<file path="src/rtl/fmul_norm_round.sv">
// FloatMul post-adder stage: normalise, round (RNE with FMUL_NR_RNE_EN, else truncate), clamp exponent.
// Latency 2 cycles (S1 normalise, S2 round/clamp), throughput 1/cycle.
// Valid/ready backpressure; in_ready is combinational from downstream ready, so there is no bubble.
module fmul_norm_round #(
  parameter int EXP_W = 8,
  parameter int SUM_W = 23
) (
  input  logic                    clk,
  input  logic                    rst_n,
  input  logic                    in_valid,
  output logic                    in_ready,
  input  logic [SUM_W-1:0]        in_sum,
  input  logic signed [EXP_W+1:0] in_exp,
  input  logic                    in_sign,
  input  logic                    in_sticky,
  output logic                    out_valid,
  input  logic                    out_ready,
  output logic                    out_sign,
  output logic [EXP_W-1:0]        out_exp,
  output logic [SUM_W-4:0]        out_frac,
  output logic                    out_ovf,
  output logic                    out_unf
);

  localparam int FRAC_W = SUM_W - 3;
  localparam int E_W    = EXP_W + 3;  // headroom for +1 normalise and +1 rounding carry

`ifdef FMUL_NR_RNE_EN
  localparam logic RNE_EN = 1'b1;
`else
  localparam logic RNE_EN = 1'b0;
`endif

  typedef struct packed {
    logic              sign;
    logic              zero;
    logic              g;
    logic              s;
    logic [FRAC_W-1:0] frac;
    logic [E_W-1:0]    e;
  } s1_t;

  s1_t  s1_d, s1_q;
  logic s1_v;
  logic s1_adv, s2_adv;

  assign s2_adv   = !out_valid | out_ready;
  assign s1_adv   = !s1_v | s2_adv;
  assign in_ready = s1_adv;

  always_comb begin
    s1_d      = '0;
    s1_d.sign = in_sign;
    s1_d.zero = (in_sum == '0);
    s1_d.e    = {in_exp[EXP_W+1], in_exp} + {{(E_W-1){1'b0}}, in_sum[SUM_W-1]};
    if (in_sum[SUM_W-1]) begin
      s1_d.frac = in_sum[SUM_W-2:2];
      s1_d.g    = in_sum[1];
      s1_d.s    = in_sum[0] | in_sticky;
    end else begin
      s1_d.frac = in_sum[SUM_W-3:1];
      s1_d.g    = in_sum[0];
      s1_d.s    = in_sticky;
    end
  end

  logic              inc;
  logic [FRAC_W:0]   frac_rnd;
  logic [E_W-1:0]    e_rnd;
  logic              e_nonpos, e_big;
  logic [EXP_W-1:0]  exp_d;
  logic [FRAC_W-1:0] frac_d;
  logic              ovf_d, unf_d;

  always_comb begin
    inc      = RNE_EN & s1_q.g & (s1_q.s | s1_q.frac[0]);
    frac_rnd = {1'b0, s1_q.frac} + {{FRAC_W{1'b0}}, inc};
    // A rounding carry leaves the low bits at zero, so only the exponent moves.
    e_rnd    = s1_q.e + {{(E_W-1){1'b0}}, frac_rnd[FRAC_W]};
    e_nonpos = e_rnd[E_W-1] | (e_rnd == '0);
    e_big    = !e_rnd[E_W-1] && (e_rnd[E_W-2:0] >= (E_W-1)'((2**EXP_W) - 1));
    exp_d    = e_rnd[EXP_W-1:0];
    frac_d   = frac_rnd[FRAC_W-1:0];
    ovf_d    = 1'b0;
    unf_d    = 1'b0;
    if (s1_q.zero) begin
      exp_d  = '0;
      frac_d = '0;
    end else if (e_big) begin
      exp_d  = '1;
      frac_d = '0;
      ovf_d  = 1'b1;
    end else if (e_nonpos) begin
      exp_d  = '0;
      frac_d = '0;
      unf_d  = 1'b1;
    end
  end

  always_ff @(posedge clk) begin
    if (!rst_n) begin
      s1_v      <= 1'b0;
      s1_q      <= '0;
      out_valid <= 1'b0;
      out_sign  <= 1'b0;
      out_exp   <= '0;
      out_frac  <= '0;
      out_ovf   <= 1'b0;
      out_unf   <= 1'b0;
    end else begin
      if (s1_adv) begin
        s1_v <= in_valid;
        if (in_valid) s1_q <= s1_d;
      end
      if (s2_adv) begin
        out_valid <= s1_v;
        if (s1_v) begin
          out_sign <= s1_q.sign;
          out_exp  <= exp_d;
          out_frac <= frac_d;
          out_ovf  <= ovf_d;
          out_unf  <= unf_d;
        end
      end
    end
  end

endmodule

</file>
<file path="config.mk">
export PLATFORM = sky130hd
export DESIGN_NAME = fmul_norm_round
export DESIGN_NICKNAME = d
export VERILOG_FILES = /design/src/rtl/fmul_norm_round.sv
export SDC_FILE = /design/constraint.sdc
export NUM_CORES = 1
export LEC_CHECK = 0
export ABC_AREA = 0
export CORE_AREA = 2 2 83 85
export CTS_BUF_LIST = sky130_fd_sc_hd__clkbuf_16
export DETAILED_ROUTE_END_ITERATION = 10
export DIE_AREA = 0 0 85 87
export DONT_BUFFER_PORTS = 1
export GPL_TIMING_DRIVEN = 1
export SLEW_MARGIN = 15
export SYNTH_ARGS = -nofsm -noshare
export SYNTH_HDL_FRONTEND = slang
export SYNTH_SLANG_ARGS = --single-unit
</file>
<file path="constraint.sdc">
create_clock -name clk -period 1.6 [get_ports clk]
set_input_delay 0.4 -clock clk [delete_from_list [all_inputs] [get_ports clk]]
set_output_delay 0.4 -clock clk [all_outputs]
set_load 0.005 [all_outputs]
</file>
Word-level counts from Yosys, hierarchy flattened:

Cells that the tools add are included.

* register bits: 66
* input port bits: 39
* output and inout port bits: 33
* word-level logic and storage cells: 36

* add/sub/neg operators: 1
* order comparisons: 1
* muxes and demuxes: 12
* bitwise operators: 3
* reductions and logical operators: 8

Operators by type and width (number)
* 2-to-1 mux 20 bit: 4
* 2-to-1 mux 8 bit: 3
* logical NOT 23 bit: 1
* adder 10 x 2 -> 11 bit: 1
* logical NOT 11 bit: 1
* >= comparator 10 x 8 -> 1 bit, second input constant: 1
* 2-to-1 mux 1 bit: 5
* AND reduction 2 bit: 2
* logical NOT 1 bit: 3
* OR 1 bit: 3
* logical AND 1 bit: 1

Depth between registers and ports, before layout:

* word-level depth: 5
* depth in mapped cells: 6
* depth with buffers taken out: 6

Least setup slack after synthesis:

Ideal clock, no wire load.

* kind: in2reg
* start point: input port out_ready
* end point: register s1_q[11] (netlist name)
* library setup time: 116 ps
* arrival: 1297 ps
* required time: 1484 ps
* path slack: 187 ps
* cell stages on the path: 5
* path buffers: 2
* cells stage by stage: nand3b_1 -> and2_1 -> buf_2 -> clkbuf_1 -> o211a_1

* cells in the longest elaborated chain, start to end: 3

Ends and longest elaborated chain
* start: declaration: line 17 `input logic out_ready,`
* OR 1 bit: line 47 `assign s2_adv = !out_valid | out_ready;`
* OR 1 bit: line 48 `assign s1_adv = !s1_v | s2_adv;`
* AND reduction 2 bit (no source line)
* end signal: assignment: line 103 `s1_q <= '0;`
* end signal: assignment: line 113 `if (in_valid) s1_q <= s1_d;`
* end: declaration: line 43 `s1_t s1_d, s1_q;`

No other way between the ends.
A chain may end at the register's enable or synchronous reset.

Final worst setup path:

* start point: register s1_q[9] (netlist name)
* end point: register out_frac[9]

* cells in the longest elaborated chain, start to end: 5
* elaborated cells on any way between the ends: 7
* those cells by class: 1 x order compare; 3 x mux; 1 x bitwise; 2 x reduce/logical

Ends and longest elaborated chain
* branches (longest 3 deep; another with >= comparator 10 x 8 -> 1 bit)
* 2-to-1 mux 20 bit (*): line 89 `end else if (e_big) begin`
* 2-to-1 mux 20 bit (*): line 86 `if (s1_q.zero) begin`
* end signal: assignment: line 120 `out_frac <= frac_d;`
* end: declaration: line 20 `output logic [SUM_W-4:0] out_frac,`

Every way passes the cells marked *.

==> reports/results.ini <==
[run_status]
status = complete, but fails checks
violations = setup timing

[clocking]
worstSkewPairLatency_ns = 0.32
cts_tree = done
cts_root_buf = clkbuf_16
postCtsHoldBufs = 0
clk_path_buf_depth = 2
cts_buffers = 9
clkTransAtPathRegs_ns = 0.06
cts_sinks = 66
htreeDepth = 3

[timing]
fin_tns_setup_ns = -0.01186
maxSlewViolCount = 0
tightestPinTransition_ns = 0.3322
timing.hold.ws_ns = 0.2040
worst_slack_ns = -0.004680
slew_headroom_pct = 77.65
setup_viol = 9
finalHoldViolations = 0
clock.fmax_mhz = 623.2
min_period_ns = 1.605
fin_skew_ns = 0.005782
finalCritPeriodShare_pct = 100.3

[floorplanning]
dieArea_um2 = 7395
coreArea_um2 = 6569
die_width_um = 85
io_pins = 72
die-height_um = 87
start_util_pct = 42.91
rows = 30

[placement]
port_buffers = 0
gp_congestion = 0.7343
dp.final_hpwl_um = 4065
dp.cells = 351
dp_slack_ns = 0.09514

[setup_path]
cp-start-kind = flop
r2r_slack_ns = -0.005
cp.arrival_ns = 1.87
r2r-start = s1_q[9]
critPathMaxFanout = 10
r2r-end = out_frac[9]
cp.required_ns = 1.86
worst-setup-path-type = flop to flop
r2r_cells = 7
cp-end-kind = flop
cp-startpoint = s1_q[9]

[route]
routed_wl_um = 6206
drtAntennaViolNets = 0
post_drt_wl_per_cell_um = 16.82
drt_iter0_drc = 72
routed_via_density = 5.656
first_pass_iters = 4
dr_total_vias = 2087
drc = 0

[global_route]
grt_pass1_vias = 1966
antenna_found_initial = 0
grt_pass1_wl_um = 9770
grt.overflow.total = 0
grt_max_degree = 50
grt_usage_pct = 16.88

[yosys]
synth_area_per_cell_um2 = 10.03
synth_cells = 281
yosysSeqAreaShare_pct = 46.87
netlist-cell-type-count = 34
ys_warn_count = 0
synthesis.nets = 322
synth_seq_cells = 66
synth.cell_area_um2 = 2819

[power_and_ir_drop]
max-vdd-ir-drop_mv = 0.7427
power_density_nw_per_um2 = 1219
cellLeakagePower_uw = 0.001446

[layout]
utilization_pct = 49.83
areaGrowthSynthToFinish_pct = 16.11
num-nets-final = 326
antenna_cells = 0
layout-drive-gt1-share_pct = 15.22
finalNonFillerCells = 369

[min_path]
hold_path_end = s1_q[2]
hold_depth = 1
hold_class = primary input to flop
min_from = rst_n

[flow_run]
maxCapViolations = 0

## synth_stat cells (all sizes together)
cell | n | area share, %
nand2b | 2 | 0.44
or3 | 1 | 0.22
and2 | 2 | 0.44
nand2 | 47 | 6.3
a31oi | 1 | 0.22
o2111ai | 9 | 2.8
nor4 | 7 | 2.0
inv | 3 | 0.40
dfxtp | 66 | 47
xnor2 | 3 | 0.93
a21oi | 5 | 0.89
mux2i | 20 | 7.1
and4 | 3 | 0.93
nand3 | 5 | 0.89
o211a | 23 | 8.2
ha | 2 | 0.89
nor3 | 1 | 0.18
nand3b | 1 | 0.27
clkbuf | 15 | 2.0
nand4 | 5 | 1.1
or2 | 1 | 0.22
buf | 7 | 1.7
nor2 | 3 | 0.67
a2111oi | 1 | 0.98
xor2 | 5 | 1.6
o21ai | 6 | 1.1
a22o | 20 | 6.2
a21boi | 17 | 4.5
## layer usage
layer  vias up  track usage [%]  share of wire (%)
met4         0            4.762               0.29
met5         -                0                  0
met3         2            7.109                7.3
met2        65            25.92                 47
li1       1051                -                  -
met1       969            21.81                 46
## worst max-delay path, stage by stage (launching register included)
cell and delay (ns):
dfxtp_1 0.34, nor2_2 0.16, o21ai_0 0.12, buf_4 0.16
a2111oi_4 0.29, buf_4 0.19, clkbuf_16 0.16, a22o_1 0.13
## cell families after synthesis
group	synth area share [%]
AND/OR/NAND/NOR	13.72
AO/OA/AOI/OAI	24.86
XOR/XNOR	2.486
multiplexers	7.102
flip-flops	46.87
adder cells (fa/ha/maj)	0.8876
buffers and inverters	4.083
## cell type report
cell class              instances  area (um2)
clock buffers                   9       225.2
repair buffers                 15       142.6
inverters                       3       11.26
well taps                      80       100.1
flip-flops and latches         66        1331
multi-input cells             190        1404
fillers                       602        3296
clock inverters                 6       58.81
## stage by stage
step                      instance area, um2  power [uW]
final                                   3273        3991
after CTS                               3203        4008
after global placement                  2919        2133
after floorplan                         2819        2090
after global routing                    3273        4174
after detailed placement                2919        2138
## worst max-delay path by stage
stage	endpoint	slack [ns]	cells after the start
global placement	out_frac[4]	0.09	6
floorplan	s1_q[11]	0.19	5
global route	out_frac[7]	-0.07	7
finish	out_frac[9]	-0.005	7
CTS	out_frac[11]	0.08	6
detailed placement	s1_q[4]	0.1	7
## cells in the final DEF, fill, tap and decap left out, types with 8 or more instances in the layout
master / instances
dfxtp_1: 58
nand2_1: 46
o211a_1: 23
a22o_1: 20
mux2i_1: 20
a21boi_1: 16
buf_4: 13
clkbuf_16: 10
o2111ai_1: 9
dfxtp_2: 8
## sequential cells by signal, indices dropped and copies added (netlist names)
signal,flops
s1_q,33
out_frac,20
out_exp,8
out_ovf,1
out_sign,1
out_unf,1
out_valid,1
s1_v,1
## timing repair
item,4_1_cts,5_1_grt
setup endpoints to repair,0,14
gates resized for setup,0,11
buffers inserted,0,2
## power by group
group          internal [uW]  leakage [uW]  switching (uW)  total [uW]
logic                    169      0.000768             149         318
registers               1740      0.000544            73.1        1810
clock network           1180      0.000135             675        1860
total                   3090       0.00145             897        3990
Power figures use the tool's default switching activity.
